**src/rtl/regfile_scoreboard.sv**
```systemverilog
// Integer register file with a per-register busy scoreboard for in-order issue.
// Tracks outstanding writes, gates issue on RAW/WAW hazards and forwards same-cycle writeback.
module regfile_scoreboard #(
    parameter int               XLEN    = 32,
    parameter int               NREG    = 32,
    parameter int               SP_IDX  = 2,
    parameter logic [XLEN-1:0]  SP_INIT = 32'h0001_0000,
    parameter int               BYPASS  = 1,
    localparam int              AW      = $clog2(NREG)
) (
    input  logic            clk,
    input  logic            rst,

    input  logic            iss_valid,
    input  logic            iss_we,
    input  logic [AW-1:0]   iss_rd,
    input  logic [AW-1:0]   iss_rs1,
    input  logic [AW-1:0]   iss_rs2,
    output logic            iss_ready,
    output logic [XLEN-1:0] rs1_data,
    output logic [XLEN-1:0] rs2_data,

    input  logic            wb_valid,
    input  logic [AW-1:0]   wb_rd,
    input  logic [XLEN-1:0] wb_data,

    input  logic            flush,
    output logic [NREG-1:0] busy_vec,
    output logic [AW:0]     pend_cnt,
    output logic            err_wb
);

    localparam bit BYP = (BYPASS != 0);

    logic [XLEN-1:0] regs [NREG];
    logic [NREG-1:0] busy_q;
    logic [NREG-1:0] busy_d;
    logic [AW:0]     cnt_q;
    logic [AW:0]     cnt_d;
    logic            err_q;

    logic            wb_hit;
    logic            fwd1;
    logic            fwd2;
    logic            rs1_clear;
    logic            rs2_clear;
    logic            rd_clear;
    logic            fire;

    function automatic logic [AW:0] popcount(input logic [NREG-1:0] v);
        logic [AW:0] c;
        c = '0;
        for (int i = 0; i < NREG; i++) begin
            c = c + {{AW{1'b0}}, v[i]};
        end
        return c;
    endfunction

    // Register 0 is never a writeback target, so it is excluded up front.
    assign wb_hit = wb_valid && (wb_rd != '0);

    assign fwd1 = BYP && wb_hit && (wb_rd == iss_rs1);
    assign fwd2 = BYP && wb_hit && (wb_rd == iss_rs2);

    assign rs1_data = (iss_rs1 == '0) ? '0 : (fwd1 ? wb_data : regs[iss_rs1]);
    assign rs2_data = (iss_rs2 == '0) ? '0 : (fwd2 ? wb_data : regs[iss_rs2]);

    // A busy register counts as clear when its result is landing this very cycle.
    assign rs1_clear = (iss_rs1 == '0) || !busy_q[iss_rs1] || fwd1;
    assign rs2_clear = (iss_rs2 == '0) || !busy_q[iss_rs2] || fwd2;
    assign rd_clear  = !iss_we || (iss_rd == '0) || !busy_q[iss_rd]
                     || (BYP && wb_hit && (wb_rd == iss_rd));

    assign iss_ready = rs1_clear && rs2_clear && rd_clear && !flush;
    assign fire      = iss_valid && iss_ready;

    // NOTE: every signal assigned in always_comb gets a default first; a missed path infers a latch.
    always_comb begin
        busy_d = busy_q;
        if (flush) begin
            busy_d = '0;
        end else begin
            if (wb_hit) begin
                busy_d[wb_rd] = 1'b0;
            end
            // Ordered after the clear so a same-index issue keeps the register busy.
            if (fire && iss_we && (iss_rd != '0)) begin
                busy_d[iss_rd] = 1'b1;
            end
        end
        cnt_d = popcount(busy_d);
    end

    // NOTE: sequential state uses non-blocking assignments only, so every flop samples pre-edge values.
    always_ff @(posedge clk) begin
        if (!rst) begin
            busy_q <= '0;
            cnt_q  <= '0;
            err_q  <= 1'b0;
        end else begin
            busy_q <= busy_d;
            cnt_q  <= cnt_d;
            if (wb_hit && !busy_q[wb_rd]) begin
                err_q <= 1'b1;
            end
        end
    end

    // NOTE: the array is reset deliberately because the stack pointer needs a defined start value.
    always_ff @(posedge clk) begin
        if (!rst) begin
            for (int i = 0; i < NREG; i++) begin
                regs[i] <= (i == SP_IDX) ? SP_INIT : '0;
            end
        end else if (wb_hit) begin
            regs[wb_rd] <= wb_data;
        end
    end

    assign busy_vec = busy_q;
    assign pend_cnt = cnt_q;
    assign err_wb   = err_q;

endmodule

```
**config.mk**
```make
export PLATFORM = sky130hd
export DESIGN_NAME = regfile_scoreboard
export DESIGN_NICKNAME = d
export VERILOG_FILES = /design/src/rtl/regfile_scoreboard.sv
export SDC_FILE = /design/constraint.sdc
export NUM_CORES = 2
export LEC_CHECK = 0
export CAP_MARGIN = 20
export CORE_MARGIN = 5
export CORE_UTILIZATION = 48
export DETAILED_ROUTE_END_ITERATION = 8
export PLACE_DENSITY = 0.66
export SKIP_CTS_REPAIR_TIMING = 1
export SYNTH_ARGS = -nofsm -noshare
export SYNTH_HDL_FRONTEND = slang
export SYNTH_SLANG_ARGS = --single-unit
```
**constraint.sdc**
```tcl
create_clock -name clk -period 10.9 [get_ports clk]
set_clock_uncertainty 0.1 [all_clocks]
set_input_delay 1.09 -clock clk [delete_from_list [all_inputs] [get_ports clk]]
set_output_delay 1.09 -clock clk [all_outputs]
set_load 0.1 [all_outputs]
```
==> qor.txt <==
outcome -> completed
Pwr Density -> 155.4 mW/mm²
total number of vias -> 36950
yosys warns -> 0
CTS tree -> built
commonest non-fill, non-tap cells in the layout -> edfxtp_1, and2_1, mux4_2
crit end category -> flip-flop
Final Cycle Share -> 77.97%
relative slew slack -> 18.96%
sequential fraction of the synthesis area -> 53.85%
# rows -> 128
Port Buffer Count -> 161
layout cells sized above 1 -> 26.63%
max incr delay on CP -> 1.08 ns
Post-Layout Cell Count -> 5519
total global-route track usage -> 30.17%
Mapped Cells -> 3751
area of placed instances -> 0.06213 mm²
Util after Layout -> 54.23%
switching share of total power -> 27.63%
Startpoint Class -> input port
DRC errors left -> 0
worst path buffer plus inverter count -> 6
CTS sink cnt -> 1063
Root Driver -> clkbuf_16
main flop type after synthesis -> edfxtp_1
Die Y -> 359.3 µm
htree depth -> 3
largest net degree at the start of global routing -> 98
synthesized area -> 0.05855 mm²
critical path type -> input port to flip-flop
setup tns final -> 0 ns
initial antenna violation count -> 17
final hold viol count -> 0
RePlAce Congestion -> 0.9784
Post-Place Cells -> 5284
fmax -> 117.7 MHz
Starting Density -> 48.17%
die width -> 359.3 µm
Avg Inst Size Synth -> 15.61 µm²
RSZ-0062 raised after global routing -> no
Top cell by count, worst path -> fa_1
post-route ant nets -> 0
TritonRoute pass-1 iters -> 5
post-detail-place hpwl -> 111400 µm
vias in the first global route -> 36590
Crit path required time -> 11.41 ns
EDFF count, synth -> 1024
Clk Latency, worst-skew pair -> 0.70 ns
count of pins over their slew limit -> 0
Comb pwr share -> 16.9%
post-synthesis async set-or-reset flop share -> 0%
Sw Pwr -> 2.830 mW
Top-Level Pins -> 162
crit-path max FO -> 19
P_int -> 7.412 mW
area of the core -> 0.1216 mm²
DRT Wirelength -> 197700 µm
grt total ovfl -> 0
critical path's slowest cell -> clkdlybuf4s50_1
Setup violations, final -> 0
Bufs on Longest Clock Path -> 3
Iter 0 DRT Violations -> 5849
Slew @ Worst Pin -> 1.212 ns
arrival time worst endpoint -> 9.01 ns
max cap viols -> 0
Die Area -> 0.1291 mm²
power share of the clock group -> 36.2%
Hold WC Path Type -> flip-flop to flip-flop
Avg WL per Cell -> 35.81 µm
fin nets -> 3875
routed vias/inst -> 6.695
Worst IR Drop VDD -> 0.1470 mV
Synth Register Bits -> 1063
Fin Hold WS -> 0.3603 ns
first-pass GRT wire length -> 276500 µm
Clock transition at path regs -> 0.06 ns
Sequential Power Share -> 46.9%
commonest non-fill, non-tap cell in the layout -> edfxtp_1
crit-path leading delay family -> adder cells
Layout area overhead -> 12.57%
synth unique cells -> 58
Final Cell Area -> 0.06592 mm²
min Tclk post-route -> 8.499 ns
CTS Buf Count -> 114
Leakage -> 22.30 nW
==> worst paths after layout <==
check	start	end	slack (ns)	cells after the start
setup / recovery	wb_rd[1]	pend_cnt[4]	2.40	25
setup reg to reg	busy_vec[12]	pend_cnt[4]	3.50	24
hold reg to reg	err_wb	err_wb	0.36	2
hold / removal	err_wb	err_wb	0.36	2
==> tightest hold or removal path, cell delays in order (launching register included) <==
cell	delay [ns]
dfxtp_1	0.31
inv_1	0.05
a21oi_1	0.05
==> synthesized netlist by cell type (6+ instances only) <==
cell type	n	share of area, %
edfxtp_1	1024	53
and2_1	996	11
mux4_2	664	26
clkbuf_1	321	2.1
nor2_1	121	0.78
mux2i_1	84	1.4
nand2_1	67	0.43
a211oi_1	65	0.83
buf_1	54	0.35
nand3_1	46	0.39
dfxtp_1	39	1.3
buf_2	28	0.24
inv_1	27	0.17
fa_1	24	0.82
o21ai_0	21	0.18
o22ai_1	21	0.22
o31ai_1	19	0.24
xor2_1	13	0.19
a21oi_1	8	0.068
nor3_1	8	0.068
a22oi_1	7	0.090
ha_1	7	0.15
nand2b_1	6	0.064
nor2b_1	6	0.064
==> routing by layer <==
metal  global-route usage (%)  vias up  part of all wire (%)
li1                         -    14600                     -
met1                    42.94    19050                    38
met2                    44.20     2815                    44
met3                    8.411      481                    14
met4                    12.49       12                   4.9
met5                        0        -                 0.043
==> power groups by stage <==
stage               sequential, mW  combinational (mW)  clock (mW)
floorplan                     4.85                1.14           0
global placement              4.87                1.68           0
detailed placement            4.89                1.70           0
CTS                           4.80                1.70        3.75
global route                  4.83                1.77        3.91
finish                        4.81                1.73        3.71
==> stage by stage <==
step / worst slack (ns) / power [mW]
2_1_floorplan: 2.230 / 5.993
3_3_place_gp: 1.906 / 6.550
3_5_place_dp: 1.787 / 6.585
4_1_cts: 2.500 / 10.25
5_1_grt: 2.080 / 10.51
6_report: 2.401 / 10.24
==> kinds of logic (layout without fill, tap and decap cells) <==
| kind of cell | Yosys count | after routing | share of synthesized area [%] |
|---|---|---|---|
| AO/OA/AOI/OAI | 175 | 175 | 2.184 |
| XOR/XNOR | 17 | 17 | 0.2543 |
| adder cells (fa/ha/maj) | 31 | 31 | 0.9701 |
| buffers and inverters | 434 | 535 | 2.868 |
| flip-flops | 1063 | 1063 | 53.85 |
| multiplexers | 748 | 748 | 26.98 |
| other | 1 | 43 | 0.006404 |
| AND/OR/NAND/NOR | 1282 | 1282 | 12.89 |
==> flip-flops by register name (all words and copies together) (netlist names) <==
signal and cells:
busy_vec 32, err_wb 1, pend_cnt 6, regs 1024
==> cell type report <==
class                   instances  area (µm²)
clock inverters                53       357.8
well taps                    1625        2033
repair buffers                293        2870
multi-input cells            2285       25840
fillers                      9583       55640
flip-flops and latches       1063       31530
clock buffers                 160        3151
inverters                      29       108.9
diodes                         11       27.53
Note: power is estimated with default switching activity, not from simulation.
